===== src/rtl/regfile_wb_ctrl.sv =====
// regfile_wb_ctrl: write-side controller for the 32x32 register file.
// Accepts MEM/WB results, waits on dhit for loads, and drives a registered
// write port (WEN/wsel/wdat). A busy scoreboard stalls decode on RAW/WAW.
//
// Ports:
//   CLK, nRST              clock, async active-low reset
//   issue_valid/issue_wsel decode issuing a write to issue_wsel
//   rs_sel/rt_sel          decode source registers
//   stall                  decode must hold (combinational)
//   wb_valid/wb_wsel/...   MEM/WB result; wb_ready = accepted this cycle
//   dhit/dmemload          load data return
//   WEN/wsel/wdat          registered register-file write port
//   busy_vec               per-register outstanding-write scoreboard

module regfile_wb_ctrl #(
  parameter int NREG = 32
) (
  input  logic            CLK,
  input  logic            nRST,
  input  logic            issue_valid,
  input  logic [4:0]      issue_wsel,
  input  logic [4:0]      rs_sel,
  input  logic [4:0]      rt_sel,
  output logic            stall,
  input  logic            wb_valid,
  input  logic [4:0]      wb_wsel,
  input  logic [31:0]     wb_wdat,
  input  logic            wb_is_load,
  input  logic            wb_is_jal,
  input  logic [31:0]     wb_npc,
  output logic            wb_ready,
  input  logic            dhit,
  input  logic [31:0]     dmemload,
  output logic            WEN,
  output logic [4:0]      wsel,
  output logic [31:0]     wdat,
  output logic [NREG-1:0] busy_vec
);

  typedef enum logic {
    IDLE      = 1'b0,
    LOAD_WAIT = 1'b1
  } state_t;

  state_t           state_q;
  state_t           state_d;
  logic [4:0]       ldsel_q;
  logic [4:0]       ldsel_d;
  logic             wen_q;
  logic             wen_d;
  logic [4:0]       wsel_q;
  logic [4:0]       wsel_d;
  logic [31:0]      wdat_q;
  logic [31:0]      wdat_d;
  logic [NREG-1:0]  busy_q;
  logic [NREG-1:0]  busy_d;

  logic [4:0]       res_sel;
  logic [31:0]      res_dat;
  logic             issue_go;

  // Link writes always target r31 with the next-PC as data.
  always_comb begin
    res_sel = wb_is_jal ? 5'd31 : wb_wsel;
    res_dat = wb_is_jal ? wb_npc : wb_wdat;
  end

  // busy_q[0] is held at zero, so r0 can never raise stall.
  // The issue_wsel term blocks WAW: one outstanding write per register.
  always_comb begin
    stall = busy_q[rs_sel]
          | busy_q[rt_sel]
          | busy_q[issue_wsel];
  end

  always_comb begin
    issue_go = issue_valid
             & ~stall
             & (issue_wsel != 5'd0);
  end

  // Writeback path. wsel/wdat hold their value when no write is issued;
  // writes resolving to r0 are dropped without a WEN pulse.
  always_comb begin
    state_d = state_q;
    ldsel_d = ldsel_q;
    wen_d   = 1'b0;
    wsel_d  = wsel_q;
    wdat_d  = wdat_q;
    unique case (state_q)
      IDLE: begin
        if (wb_valid) begin
          if (wb_is_load) begin
            ldsel_d = wb_wsel;
            state_d = LOAD_WAIT;
          end else if (res_sel != 5'd0) begin
            wen_d  = 1'b1;
            wsel_d = res_sel;
            wdat_d = res_dat;
          end
        end
      end
      LOAD_WAIT: begin
        if (dhit) begin
          state_d = IDLE;
          if (ldsel_q != 5'd0) begin
            wen_d  = 1'b1;
            wsel_d = ldsel_q;
            wdat_d = dmemload;
          end
        end
      end
    endcase
  end

  // Clear on the edge the register file stores the data; a set on the
  // same edge takes priority.
  always_comb begin
    busy_d = busy_q;
    if (wen_q) begin
      busy_d[wsel_q] = 1'b0;
    end
    if (issue_go) begin
      busy_d[issue_wsel] = 1'b1;
    end
    busy_d[0] = 1'b0;
  end

  always_ff @(posedge CLK or negedge nRST) begin
    if (!nRST) begin
      state_q <= IDLE;
      ldsel_q <= 5'd0;
      wen_q   <= 1'b0;
      wsel_q  <= 5'd0;
      wdat_q  <= 32'd0;
      busy_q  <= '0;
    end else begin
      state_q <= state_d;
      ldsel_q <= ldsel_d;
      wen_q   <= wen_d;
      wsel_q  <= wsel_d;
      wdat_q  <= wdat_d;
      busy_q  <= busy_d;
    end
  end

  assign wb_ready = (state_q == IDLE);
  assign WEN      = wen_q;
  assign wsel     = wsel_q;
  assign wdat     = wdat_q;
  assign busy_vec = busy_q;

endmodule


===== config.mk =====
export PLATFORM = sky130hd
export DESIGN_NAME = regfile_wb_ctrl
export DESIGN_NICKNAME = d
export VERILOG_FILES = /design/src/rtl/regfile_wb_ctrl.sv
export SDC_FILE = /design/constraint.sdc
export NUM_CORES = 1
export LEC_CHECK = 0
export BUFFER_PORTS_ARGS = -buffer_cell sky130_fd_sc_hd__clkbuf_2
export CORE_AREA = 2 2 102 104
export DETAILED_ROUTE_END_ITERATION = 16
export DIE_AREA = 0 0 104 106
export PLACE_DENSITY = 0.77
export RECOVER_POWER = 25
export SETUP_SLACK_MARGIN = 0.4
export SLEW_MARGIN = 20
export SYNTH_ARGS = -nofsm -noshare
export SYNTH_HDL_FRONTEND = slang
export SYNTH_SLANG_ARGS = --single-unit
export TNS_END_PERCENT = 20

===== constraint.sdc =====
create_clock -name CLK -period 2.85 [get_ports CLK]
set_input_delay 0.1425 -clock CLK [delete_from_list [all_inputs] [get_ports CLK]]
set_output_delay 0.1425 -clock CLK [all_outputs]
set_load 0.01 [all_outputs]

==> metrics.yaml <==
clock_tree:
  cts_tree: "built"
  cts.htree.levels: 3
  clk_pin_slew_ps: 70
  cts_buffers: 9
  cts.sinks: 75
  cts-root-buf: "clkbuf_8"
  cts_buffer_depth: 2
  clk_latency_ps: 360
sta:
  max-slew-margin-rel_pct: 37.5
  maxClockFrequency_mhz: 393
  finalSetupTns_ps: 0
  worst_pin_slew_ps: 937
  min_period_ps: 2550
  skew_ps: 10.9
  setup_viol: 0
  period_share_pct: 89.3
  grt_setup_unrepaired: "true"
  finalHoldViolCount: 0
  slew_violations: 0
power:
  p_clk_share_pct: 19.4
  power_leakage_nw: 2.71
  switchingPower_mw: 1.91
  p_int_mw: 2.80
  p_sw_share_pct: 40.5
  powerDensity_mw_per_mm2: 776
  p_total_mw: 4.72
  vdd_drop_max_uv: 425
  power_frac_comb_pct: 41.3
  p_seq_share_pct: 39.3
run:
  drv_cap: 0
yosys:
  yosys_warnings: 0
  synth.yosys.seq_area_share_pct: 39.2
  ys.flop_type: "dfrtp_1"
  synth.ff_latch_count: 75
  yosysTopAreaCellShare_pct: 39.2
  synthCells: 526
  yosys-top-cells-count: "o21ai_0 (77), dfrtp_1 (75), nand2_1 (54), mux2i_1 (50), nor2_1 (42)"
  synth_edf_count: 0
  netlist_area_mm2: 0.00479
  synth_most_common_cell: "o21ai_0"
  async_flop_share_pct: 100
  syn_area_per_cell_um2: 9.10
  post-synth-top-area-cell: "dfrtp_1"
  synth.distinct_cells: 46
  synth_area_leaders: "dfrtp_1 (39%), mux2i_1 (10%), o21ai_0 (8.1%), mux4_2 (5.6%), nand2_1 (4.2%)"
  synthesis.nets: 649
drt:
  dr.pass1.iters: 5
  wl_mm: 14.8
  drc: 0
  post_drt_wl_per_cell_um: 17.4
  route.met3.wl_mm: 1.43
  wl_met1_mm: 5.80
  via_per_inst: 5.84
  met2WireLength_mm: 7.16
  ant_nets: 0
  dr.max_layer_used: "met4"
  via_count: 4955
  drt_iter0_drc: 489
die:
  ioPinCount: 195
  die_area_mm2: 0.0110
  fp.dieH_um: 106
  start_util_pct: 47.9
  core_area_mm2: 0.0100
  die_w_um: 104
  row_count: 37
worst_setup_path:
  worstPathRequired_ps: 2710
  path_cells: "buf_4 > mux4_2 > mux2_2 > nand3b_1 > nand3_1 > or3_1 > clkbuf_2"
  arrival_ps: 2400
  crit_slowest_cell: "mux4_2"
  cpPeakStageDelay_ps: 450
  reg2reg_from: "busy_vec[10]"
  ff2ff_path_depth: 8
  rrSetupSlack_ps: 490
  setup.worst_path.end_class: "output pin"
  critPathLaunchType: "register"
  worstPathMaxFanout: 4
  reg2reg_to: "busy_vec[31]"
  critPathKind: "reg2out"
run_status:
  status: "completed"
worst_hold_path:
  hold_end: "ldsel_q[0]"
  whs_path_depth: 2
  holdCritPathClass: "in2reg"
  hold_path.startpoint: "wb_wsel[0]"
global_routing:
  grt_pass1_vias: 4863
  grt_pass1_wl_mm: 23.9
  grt_max_degree: 76
  grt_antenna_before_repair: 0
  grt.total_usage_pct: 26.9
  grt_overflow: 0
placed_design:
  dp_hpwl_mm: 11.0
  portBuffers: 193
  globalplace.congestion: 1.04
final_layout:
  final_nets: 830
  area_delta_synth_final_pct: 26.9
  antenna_cells: 0
  drive_above_1_share_pct: 29.4
==> critical path, delay by kind of cell, from the launching register on <==
family	cells	cell delay (ps)
multiplexers	2	720
AND/OR/NAND/NOR	3	590
flip-flops	1	430
buffers and inverters	2	310
==> state kept, by name (all words and copies together), names as in the netlist <==
name      count
busy_vec     31
WEN           1
wdat         32
ldsel_q       5
state_q       1
wsel          5
==> power groups by stage <==
stage	sequential, mW	clock (mW)	combinational, mW
final	1.85	0.915	1.95
after global routing	1.89	0.970	2.14
after CTS	1.84	0.928	1.99
after detailed placement	1.90	0	1.85
after global placement	1.86	0	1.82
after floorplan	1.90	0	0.996
==> cell type report <==
| class | count | area (um^2) |
|---|---|---|
| tap | 136 | 170 |
| sequential | 75 | 1880 |
| inverter | 5 | 18.8 |
| clock inverter | 4 | 73.8 |
| timing repair buffer | 217 | 1090 |
| clock buffer | 12 | 145 |
| multi-input combinational | 399 | 2700 |
| fill | 916 | 3930 |
==> repair_timing <==
item / CTS / global route
endpoints found under the hold margin: 76 / 0
hold buffers: 2 / 0
setup endpoints to repair: 1 / 2
buffers inserted: 10 / 2
resized for setup: 3 / 1
pin swaps: 6 / 2
==> cells in the final DEF (no fill, tap or decap), drive strengths merged, types with 2 or more instances in the layout <==
cell type,n
nand2,54
or3,6
a21oi,32
a221o,2
or4,2
o311ai,2
nor2b,4
inv,4
nor3b,5
o22ai,3
and3,2
o21ai,78
and3b,4
mux2,10
a31oi,2
nand3,29
a22o,2
a311o,2
o41ai,7
buf,23
mux4,12
mux2i,50
dlygate4sd3,2
bufinv,2
o31ai,24
nand2b,3
clkbuf,204
dfrtp,75
nand3b,9
clkinv,3
nor2,42
or3b,2
nor3,3
==> through the flow <==
stage	worst slack (ps)	instance area (um^2)	std cells	util [%]	hold WS (ps)
detailed placement	548	5800	818	58.0	346
finish	305	6070	848	60.7	45.2
CTS	301	6130	846	61.3	31.8
global route	243	6070	848	60.7	45.8
floorplan	801	4790	526	-	-153
global placement	615	5800	818	58.0	334
==> layer usage <==
metal,GRT usage (%),vias to the layer above
li1,-,2297
met1,33.1,2309
met2,45.0,316
met3,6.87,33
met4,11.7,0
met5,0,-
==> kinds of logic after synthesis <==
logic type / synth area share (%)
and+or+nand+nor: 16.9
AOI/OAI and AO/OA: 20.4
DFF: 39.2
muxes: 18.5
buffers and inverters: 4.86
other: 0.0784
==> worst max path at each step <==
stage / start / endpoint / slack, ps
2_1_floorplan: busy_vec[13] / stall / 800
3_3_place_gp: issue_wsel[0] / busy_vec[31] / 620
3_5_place_dp: issue_wsel[0] / busy_vec[31] / 550
4_1_cts: busy_vec[10] / stall / 300
5_1_grt: busy_vec[10] / stall / 240
6_report: busy_vec[10] / stall / 300
Power figures use the tool's default switching activity.
